<file path="config.mk">
export PLATFORM = sky130hd
export DESIGN_NAME = ocs_slot_scheduler
export DESIGN_NICKNAME = d
export VERILOG_FILES = /design/src/rtl/ocs_slot_scheduler.sv
export SDC_FILE = /design/constraint.sdc
export NUM_CORES = 1
export LEC_CHECK = 0
export CORE_ASPECT_RATIO = 1.2
export CORE_UTILIZATION = 50
export CTS_CLUSTER_SIZE = 12
export DETAILED_ROUTE_END_ITERATION = 10
export GPL_TIMING_DRIVEN = 1
export PLACE_DENSITY = 0.73
export SETUP_SLACK_MARGIN = 0.2
export SYNTH_ARGS = -nofsm -noshare
export SYNTH_HDL_FRONTEND = slang
export SYNTH_SLANG_ARGS = --single-unit
</file>
<file path="constraint.sdc">
create_clock -name i_clk -period 6.1 [get_ports i_clk]
set_input_delay 1.83 -clock i_clk [delete_from_list [all_inputs] [get_ports i_clk]]
set_output_delay 1.83 -clock i_clk [all_outputs]
set_load 0.005 [all_outputs]
</file>
<file path="src/rtl/ocs_slot_scheduler.sv">
// Slot scheduler for the 8x8 OCS: round-robin output arbitration, permutation fill, controller handshake, guard time, data slot.
// Optional build macro OCS_SKIP_RECONF_EN: reuse the last granted configuration without a controller round trip.
module ocs_slot_scheduler #(
  parameter int P_PORTNUM       = 8,
  parameter int P_DSTWIDTH      = 3,
  parameter int P_GRANTWIDTH    = 20,
  parameter int P_RECONF_CYCLES = 16,
  parameter int P_SLOT_CYCLES   = 64,
  parameter int P_TIMEOUT       = 255
) (
  input  logic                             i_clk,
  input  logic                             i_rst_n,
  input  logic [P_PORTNUM-1:0]             i_port_req,
  input  logic [P_PORTNUM*P_DSTWIDTH-1:0]  i_port_dst,
  output logic [P_PORTNUM-1:0]             o_port_grant,
  output logic [P_PORTNUM-1:0]             o_port_conn,
  output logic                             o_slot_active,
  output logic [P_PORTNUM*P_DSTWIDTH-1:0]  o_8x8_req,
  output logic                             o_8x8_valid,
  input  logic [P_GRANTWIDTH-1:0]          i_grant_8x8,
  input  logic                             i_grant_valid,
  output logic [P_GRANTWIDTH-1:0]          o_grant_8x8,
  output logic                             o_grant_load,
  output logic                             o_err_timeout
);

  localparam int TW = 16;
  localparam int PW = P_PORTNUM * P_DSTWIDTH;
  localparam logic [TW-1:0] LP_TO_LAST     = TW'(P_TIMEOUT - 1);
  localparam logic [TW-1:0] LP_RECONF_LAST = TW'(P_RECONF_CYCLES - 1);
  localparam logic [TW-1:0] LP_SLOT_LAST   = TW'(P_SLOT_CYCLES - 1);
  localparam logic [P_DSTWIDTH-1:0] LP_FILL_LAST = P_DSTWIDTH'(P_PORTNUM - 1);

  typedef enum logic [2:0] {
    S_IDLE   = 3'd0,
    S_ARB    = 3'd1,
    S_FILL   = 3'd2,
    S_ISSUE  = 3'd3,
    S_WAIT   = 3'd4,
    S_RECONF = 3'd5,
    S_ACTIVE = 3'd6
  } state_t;

  state_t                    state_q, state_d;
  logic [P_DSTWIDTH-1:0]     rr_q, rr_d, fill_idx_q, fill_idx_d;
  logic [TW-1:0]             timer_q, timer_d;
  logic [P_PORTNUM-1:0]      matched_q, matched_d, used_q, used_d;
  logic [PW-1:0]             perm_q, perm_d, req_q, req_d;
  logic                      valid_q, valid_d, load_q, load_d, active_q, active_d, err_q, err_d;
  logic [P_GRANTWIDTH-1:0]   grant_q, grant_d;
  logic [P_PORTNUM-1:0]      pgrant_q, pgrant_d, conn_q, conn_d;
  logic [P_PORTNUM-1:0]      arb_match_s, arb_used_s, fill_used_s;
  logic [PW-1:0]             fill_perm_s;
  logic [P_DSTWIDTH-1:0]     low_s;
`ifdef OCS_SKIP_RECONF_EN
  logic [PW-1:0]             last_perm_q, last_perm_d;
  logic                      last_vld_q, last_vld_d;
`endif

  // Output d goes to the first requester for d at or after the rr pointer; a port wins unless a closer rival shares its dst.
  always_comb begin
    arb_match_s = '0;
    arb_used_s  = '0;
    for (int p = 0; p < P_PORTNUM; p++) begin
      logic [P_DSTWIDTH-1:0] dst_p, dist_p, dst_o, dist_o;
      logic                  win_s;
      dst_p  = i_port_dst[p*P_DSTWIDTH +: P_DSTWIDTH];
      dist_p = P_DSTWIDTH'(p) - rr_q;
      win_s  = i_port_req[p];
      for (int q = 0; q < P_PORTNUM; q++) begin
        dst_o  = i_port_dst[q*P_DSTWIDTH +: P_DSTWIDTH];
        dist_o = P_DSTWIDTH'(q) - rr_q;
        win_s  = win_s & ~(i_port_req[q] & (dst_o == dst_p) & (dist_o < dist_p));
      end
      arb_match_s[p]       = win_s;
      arb_used_s[dst_p]    = arb_used_s[dst_p] | win_s;
    end
  end

  // One fill step: an unmatched input takes the lowest output nobody holds yet.
  always_comb begin
    low_s = '0;
    for (int o = P_PORTNUM - 1; o >= 0; o--) begin
      low_s = used_q[o] ? low_s : P_DSTWIDTH'(o);
    end
    fill_perm_s = perm_q;
    fill_used_s = used_q;
    fill_perm_s[fill_idx_q*P_DSTWIDTH +: P_DSTWIDTH] =
      matched_q[fill_idx_q] ? perm_q[fill_idx_q*P_DSTWIDTH +: P_DSTWIDTH] : low_s;
    fill_used_s[low_s] = used_q[low_s] | ~matched_q[fill_idx_q];
  end

  always_comb begin
    state_d    = state_q;
    rr_d       = rr_q;
    fill_idx_d = fill_idx_q;
    timer_d    = timer_q;
    matched_d  = matched_q;
    used_d     = used_q;
    perm_d     = perm_q;
    req_d      = req_q;
    valid_d    = 1'b0;
    load_d     = 1'b0;
    grant_d    = grant_q;
    pgrant_d   = '0;
    conn_d     = conn_q;
    active_d   = active_q;
    err_d      = err_q;
`ifdef OCS_SKIP_RECONF_EN
    last_perm_d = last_perm_q;
    last_vld_d  = last_vld_q;
`endif
    case (state_q)
      S_IDLE: begin
        if (|i_port_req) begin
          state_d = S_ARB;
        end else begin
          state_d = S_IDLE;
        end
      end
      S_ARB: begin
        matched_d  = arb_match_s;
        used_d     = arb_used_s;
        perm_d     = i_port_dst;
        fill_idx_d = '0;
        state_d    = S_FILL;
      end
      S_FILL: begin
        perm_d     = fill_perm_s;
        used_d     = fill_used_s;
        fill_idx_d = fill_idx_q + 1'b1;
        if (fill_idx_q == LP_FILL_LAST) begin
`ifdef OCS_SKIP_RECONF_EN
          if (last_vld_q && (fill_perm_s == last_perm_q)) begin
            state_d  = S_ACTIVE;
            timer_d  = '0;
            pgrant_d = matched_q;
            conn_d   = matched_q;
            active_d = 1'b1;
          end else begin
            state_d = S_ISSUE;
            req_d   = fill_perm_s;
            valid_d = 1'b1;
          end
`else
          state_d = S_ISSUE;
          req_d   = fill_perm_s;
          valid_d = 1'b1;
`endif
        end else begin
          state_d = S_FILL;
        end
      end
      S_ISSUE: begin
        state_d = S_WAIT;
        timer_d = '0;
      end
      S_WAIT: begin
        if (i_grant_valid) begin
          grant_d = i_grant_8x8;
          load_d  = 1'b1;
          timer_d = '0;
          state_d = S_RECONF;
`ifdef OCS_SKIP_RECONF_EN
          last_perm_d = req_q;
          last_vld_d  = 1'b1;
`endif
        end else if (timer_q == LP_TO_LAST) begin
          err_d   = 1'b1;
          timer_d = '0;
          state_d = S_IDLE;
        end else begin
          timer_d = timer_q + 1'b1;
        end
      end
      S_RECONF: begin
        if (timer_q == LP_RECONF_LAST) begin
          state_d  = S_ACTIVE;
          timer_d  = '0;
          pgrant_d = matched_q;
          conn_d   = matched_q;
          active_d = 1'b1;
        end else begin
          timer_d = timer_q + 1'b1;
        end
      end
      S_ACTIVE: begin
        if (timer_q == LP_SLOT_LAST) begin
          state_d  = S_IDLE;
          timer_d  = '0;
          rr_d     = rr_q + 1'b1;
          conn_d   = '0;
          active_d = 1'b0;
        end else begin
          timer_d = timer_q + 1'b1;
        end
      end
      default: begin
        state_d = S_IDLE;
      end
    endcase
  end

  always_ff @(posedge i_clk or negedge i_rst_n) begin
    if (!i_rst_n) begin
      state_q    <= S_IDLE;
      rr_q       <= '0;
      fill_idx_q <= '0;
      timer_q    <= '0;
      matched_q  <= '0;
      used_q     <= '0;
      perm_q     <= '0;
      req_q      <= '0;
      valid_q    <= 1'b0;
      load_q     <= 1'b0;
      grant_q    <= '0;
      pgrant_q   <= '0;
      conn_q     <= '0;
      active_q   <= 1'b0;
      err_q      <= 1'b0;
`ifdef OCS_SKIP_RECONF_EN
      last_perm_q <= '0;
      last_vld_q  <= 1'b0;
`endif
    end else begin
      state_q    <= state_d;
      rr_q       <= rr_d;
      fill_idx_q <= fill_idx_d;
      timer_q    <= timer_d;
      matched_q  <= matched_d;
      used_q     <= used_d;
      perm_q     <= perm_d;
      req_q      <= req_d;
      valid_q    <= valid_d;
      load_q     <= load_d;
      grant_q    <= grant_d;
      pgrant_q   <= pgrant_d;
      conn_q     <= conn_d;
      active_q   <= active_d;
      err_q      <= err_d;
`ifdef OCS_SKIP_RECONF_EN
      last_perm_q <= last_perm_d;
      last_vld_q  <= last_vld_d;
`endif
    end
  end

  assign o_port_grant  = pgrant_q;
  assign o_port_conn   = conn_q;
  assign o_slot_active = active_q;
  assign o_8x8_req     = req_q;
  assign o_8x8_valid   = valid_q;
  assign o_grant_8x8   = grant_q;
  assign o_grant_load  = load_q;
  assign o_err_timeout = err_q;

endmodule

</file>
# == Word-level counts from Yosys, hierarchy flattened ==
# Memories as Yosys holds them, arrays and structs flattened.
# Cells that the tools add are included.
# word_totals
regBits,129
romBits,8
in_bits,55
out_inout_bits,64
word_cells,546
mem_count,1
# op_classes
addsub,12
mul,1
n_lt_le_gt_ge,83
n_eq_ne,69
n_shift,3
muxes,82
n_bitwise,260
n_reduce_logical,20
# mem_list
name,depth,width,rd,rd_clocked_by_memory_dff,wr,line_no,text
(name not given),8,1,1,0,0,76,arb_used_s[dst_p] = arb_used_s[dst_p] | win_s;
# op_table
operator,n
$lt A3 B3 Y1,64
$and A1 B1 Y1,184
$eq A3 B3 Y1,56
$not A1 Y1,66
$bwmux W8,8
$mux W16,4
$pmux W16 S4,1
$pmux W24 S2,1
$lt A3 B4 Y1 const B,10
$mux W3,13
$neg A5 Y34,1
$shift A3 B34 Y24 const A,1
$shiftx A3 B34 Y24,1
$mux W8,4
$pmux W8 S2,2
$bmux W1 S3,9
$demux W1 S3,9
$ge A3 B1 Y1 const B,9
$mux W1,27
$bwmux W24,1
$shiftx A24 B6 Y3,1
$pmux W3 S7,1
$add A16 B1 Y16 const B,1
$eq A16 B4 Y1 const B,1
23 further kinds,55

# == Longest topological paths before layout ==
# depth
depth_word,43
mapped_depth,18

# == Worst setup path before layout ==
# Ideal clock, no wire load.
# synth_path
path_type,input-to-reg
start,input port i_port_dst[19]
end,register used_q[4]
t_arrival_ns,5.039
slack_ns,0.935
stages,14
cell_sequence,buf_2 > xor2_1 > or4_4 > o221a_4 > nand4_4 > a2bb2oi_4 > nand4_4 > o21a_1 > a21o_1 > or4_4 > or2_1 > a221oi_2 > o31ai_1 > a221o_1
# synth_via
elab_chain_cells,37
# synth_rtl
element,line_no,text
"start, declared",14,"input logic [P_PORTNUM*P_DSTWIDTH-1:0] i_port_dst,"
$eq A3 B3 Y1,73,win_s = win_s & ~(i_port_req[q] & (dst_o == dst_p) & (dist_o < dist_p));
$and A1 B1 Y1 (2 in series),73,
$not A1 Y1,73,
$and A1 B1 Y1 (2 in series),73,
$or A1 B1 Y1,76,
$and A8 B8 Y8 (no line),-,
$bmux W1 S3,76,
$mux W1 (not written as such),76,
(+19 left out),-,
$mux W1 (not written as such),76,
$or A1 B1 Y1,76,
$bwmux W8,76,
$bmux W1 S3,76,
$mux W1 (not written as such),76,
$or A1 B1 Y1,76,
$bwmux W8 (*),76,
$pmux W8 S2 (*),113,case (state_q)
"end signal, assigned",231,used_q <= used_d;
"end, declared",47,"logic [P_PORTNUM-1:0] matched_q, matched_d, used_q, used_d;"
# Every way passes the cells marked *; elsewhere a longest branch is shown, timed or not. The select of a mux whose other input is x is not followed.
# A chain may end at the register's enable or synchronous reset.

# == Worst setup path after layout ==
# layout_path
start,input port i_port_dst[3]
end,register used_q[2]
# layout_via
elab_chain_cells,42
# layout_rtl
element,line_no
$eq A3 B3 Y1,73
$and A1 B1 Y1 (2 in series),73
$not A1 Y1,73
$and A1 B1 Y1 (7 in series),73
$or A1 B1 Y1,76
$and A8 B8 Y8 (no line),-
$bmux W1 S3,76
$mux W1 (not written as such),76
(+19 left out),-
$mux W1 (not written as such),76
$or A1 B1 Y1,76
$bwmux W8,76
$bmux W1 S3,76
$mux W1 (not written as such),76
$or A1 B1 Y1,76
$bwmux W8 (*),76
$pmux W8 S2 (*),113
# Marked as above.

==> summary.txt <==
Final layout
  • Final instance area: 12200 um^2
  • Non-filler cells, final: 1575
  • Inserted Diodes: 0
  • Layout cells sized above 1: 0.123
  • Nets: between 1k and 1.5k
  • Area Growth Syn to Fin: 22.7%
  • Post-layout util: 0.626

Setup path
  • Worst path max stage delay: between 0.7 and 0.8 ns
  • CP cell instances: clkdlybuf4s50_1 > buf_4 > xor2_1 > nor3_1 > a32o_1 > nor4_1 > a211oi_1 > a21boi_0 > o211ai_2 > buf_4 > o21ai_0 > buf_4 > o211a_1 > and3b_1 > o311a_1 > o211ai_1
  • WS Path Type: in -> reg
  • Reg2reg setup slack: between 0.9 and 1 ns
  • Cell repeated most along the worst path: buf_4
  • CP Launch Point: i_port_dst[3]
  • WP buf/inv: 4
  • CP startpoint kind: input pin
  • CP Max Fanout: 8
  • Worst reg2reg path startpoint: rr_q[2]
  • Critical Path RT: about 6.4 ns
  • Reg2Reg Depth: 16
  • Worst path top cell family by delay: compound AO/OA/AOI/OAI gates
  • CP endpoint kind: flop
  • Worst reg2reg path endpoint: used_q[2]
  • Worst Path Arrival: 5.94 ns
  • Slowest cell on the critical path: nor4_1
  • Worst setup endpoint: used_q[2]
  • WP depth: 16

Power
  • Sw Ratio: 0.392
  • LEAKAGE: between 0.005 and 0.006 uW
  • Peak supply drop: around 270 uV
  • Final Power: between 4000 and 5000 uW
  • Internal power: roughly 2700 uW
  • Power Density: about 360 nW/um^2
  • Comb pwr share: 0.434
  • Sequential share of power: 0.328
  • NetSw: between 1500 and 2000 uW
  • Clk pwr share: 0.238

Die
  • # rows: 56
  • Core area: between 15000 and 20000 um^2
  • Initial core utilization: 0.510
  • Die area: around 20000 um^2
  • Die height: 156 um
  • IO Count: approximately 120
  • DIE WIDTH: between 100 and 150 um

Clock tree
  • Clock Tree Buf Depth: 2
  • Clk slew on worst S/H paths: 0.06 ns
  • Clock sinks: approximately 130
  • Setup bufs post-CTS: 0
  • Hold_buf cts: 0
  • Post-CTS Resized: 1
  • Worst-Skew Late Latency: 0.42 ns
  • TritonCTS clock tree: yes
  • CTS root buf: clkbuf_16
  • Num CTS Buffers: 17
  • H-Tree Depth: 4

Detailed routing
  • Total wire length: between 30000 and 40000 um
  • Vias: about 9.9k
  • Remaining DRCs: 0
  • Router iterations before antenna repair: 5
  • Post-DRT Antenna Nets: 0
  • Initial DRC Count: 808
  • Drt wl/cell: 21.3 um
  • Vias per inst: 6.30

Synth
  • Syn Area/Cell: about 8.4 um^2
  • Synthesized cell area: between 9000 and 10000 um^2
  • Register area share after synthesis: 0.325
  • Most common cell in the synthesized netlist: dfrtp_1
  • Commonest cells post-synth: dfrtp_1, nor2_1, nand2_1, o21ai_0, xor2_1
  • Yosys top cell by area: dfrtp_1
  • Async set-reset flop share out of synthesis: 1.00
  • Synthesis-stage register bit count: 129
  • Mapped Nets: between 1k and 1.5k
  • Yosys warns: 0
  • Area fraction of the dominant cell type after synthesis: 0.325
  • Yosys cell types: 81
  • Ys flop type: dfrtp_1
  • Synth area leaders: dfrtp_1, xor2_1, nor2_1, nand2_1, o21ai_0
  • Post-synth EDFFs: 0
  • Mapped Cells: approximately 1.2k

Placed design
  • Placed cell area: about 12000 um^2
  • PortBufs: roughly 120
  • Dpl hpwl: approximately 25000 um
  • Gpl congestion: 1.05
  • Dpl cells: between 1.5k and 2k

Global routing
  • First-pass GRT wire length: 52700 um
  • Gr usage total: 0.342
  • Initial antenna violation count: 1
  • Largest net degree at the start of global routing: between 100 and 150
  • Grt total ovfl: 0
  • Vias in the first global route: slightly below 10k

STA
  • Final-report hold violation count: 0
  • Peak Freq: 178 MHz
  • Slew headroom: 0.274
  • Worst-margin pin slew: about 1.1 ns
  • Endpoints failing setup: 0
  • Setup Skew: between 0.009 and 0.01 ns
  • Unrepaired setup endpoints after global routing: false
  • Tcrit/Tclk final: 0.919
  • Post-layout minimum cycle time: 5.61 ns
  • Pins over their slew limit: 0

Hold path
  • Min-delay worst type: reg -> reg

Flow run
  • Max_cap viols: 0

Run status
  • Status: complete, no violations
## worst reg2reg max path, cell delays in order, from the launching register on
cell	delay (ns)
dfrtp_1	0.74
inv_1	0.22
ha_1	0.56
inv_1	0.17
a221o_1	0.48
nand3_1	0.20
and4_1	0.37
nand2_1	0.16
o311ai_1	0.55
o311ai_1	0.20
o211ai_1	0.18
a211oi_4	0.14
buf_4	0.16
a211oi_2	0.27
and3b_1	0.24
o311a_1	0.29
o211ai_1	0.16
## metal layers
metal / wire length, um / track usage / up-vias
li1: - / - / 4519
met1: 12800 / 0.412 / 4750
met2: 15600 / 0.539 / 527
met3: 2690 / 0.0718 / 119
met4: 2360 / 0.246 / 2
met5: 13 / 0 / -
## through the flow
step	setup WS, ns	hold WS, ns	TNS [ns]
2_1_floorplan	0.935	0.451	0
4_1_cts	0.327	0.472	0
6_report	0.493	0.466	0
5_1_grt	0.207	0.487	0
3_5_place_dp	-0.239	0.460	-0.239
3_3_place_gp	-0.265	0.439	-0.265
## cells by family (layout without fill, tap and decap cells)
logic type	count (synthesis)	after routing	share of synthesized area
AND/OR/NAND/NOR	480	480	0.248
buffers and inverters	115	241	0.0484
adder cells (fa/ha/maj)	26	26	0.0327
flip-flops	129	129	0.325
multiplexers	45	45	0.0583
XOR/XNOR	96	96	0.0846
AO/OA/AOI/OAI	297	297	0.203
## power groups by stage
stage | registers, uW | clock network (uW) | logic, uW
floorplan | 1320 | 0 | 1200
global placement | 1420 | 0 | 1840
detailed placement | 1430 | 0 | 1860
CTS | 1430 | 1060 | 1880
global route | 1480 | 1090 | 2060
finish | 1430 | 1040 | 1900
## registers in the layout, summed over array words and instances (netlist names), 3 cells and up
register      count
o_8x8_req        24
perm_q           24
o_grant_8x8      20
timer_q          16
matched_q         8
o_port_conn       8
o_port_grant      8
used_q            8
fill_idx_q        3
rr_q              3
state_q           3
## placed cells by master (no fill, tap or decap), types with 5 or more instances in the layout
| cell type | count |
|---|---|
| o31ai_1 | 11 |
| o211ai_1 | 13 |
| a22oi_1 | 16 |
| a22o_1 | 5 |
| nor2b_1 | 12 |
| ha_1 | 26 |
| a211oi_1 | 6 |
| nand3b_1 | 7 |
| nand3_1 | 51 |
| xnor2_1 | 27 |
| o21ai_0 | 70 |
| clkdlybuf4s50_1 | 117 |
| a21oi_1 | 62 |
| a221o_1 | 7 |
| nor2_1 | 115 |
| inv_1 | 24 |
| nor3b_1 | 12 |
| a21o_1 | 18 |
| nand2_1 | 107 |
| o221ai_1 | 5 |
| nor3_1 | 44 |
| dfrtp_1 | 129 |
| nor4_1 | 15 |
| a31oi_1 | 11 |
| mux4_2 | 8 |
| mux2i_1 | 14 |
| buf_4 | 66 |
| clkbuf_16 | 17 |
| nand2b_1 | 20 |
| or2_2 | 7 |
| and3_1 | 18 |
| o22ai_1 | 18 |
| and2_1 | 16 |
| mux2_2 | 23 |
| xor2_1 | 69 |
| o21ai_1 | 5 |
| or3_1 | 11 |
| nand4_1 | 13 |
## worst min path at each step
stage | from | end | slack [ns] | depth (start not counted)
3_3_place_gp | o_err_timeout | o_err_timeout | 0.44 | 1
6_report | o_err_timeout | o_err_timeout | 0.47 | 1
4_1_cts | o_err_timeout | o_err_timeout | 0.47 | 1
5_1_grt | o_err_timeout | o_err_timeout | 0.49 | 1
3_5_place_dp | o_err_timeout | o_err_timeout | 0.46 | 1
2_1_floorplan | o_err_timeout | o_err_timeout | 0.45 | 1
## final cells by class
class                           instances  area (um^2)
Multi-Input combinational cell        944         6240
Sequential cell                       129         3230
Clock inverter                         11          126
Timing Repair Buffer                  185         1700
Inverter                               24         90.1
Tap cell                              261          327
Fill cell                            1804         7290
Clock buffer                           21          480
No activity file was read; power rests on OpenSTA's default activity.
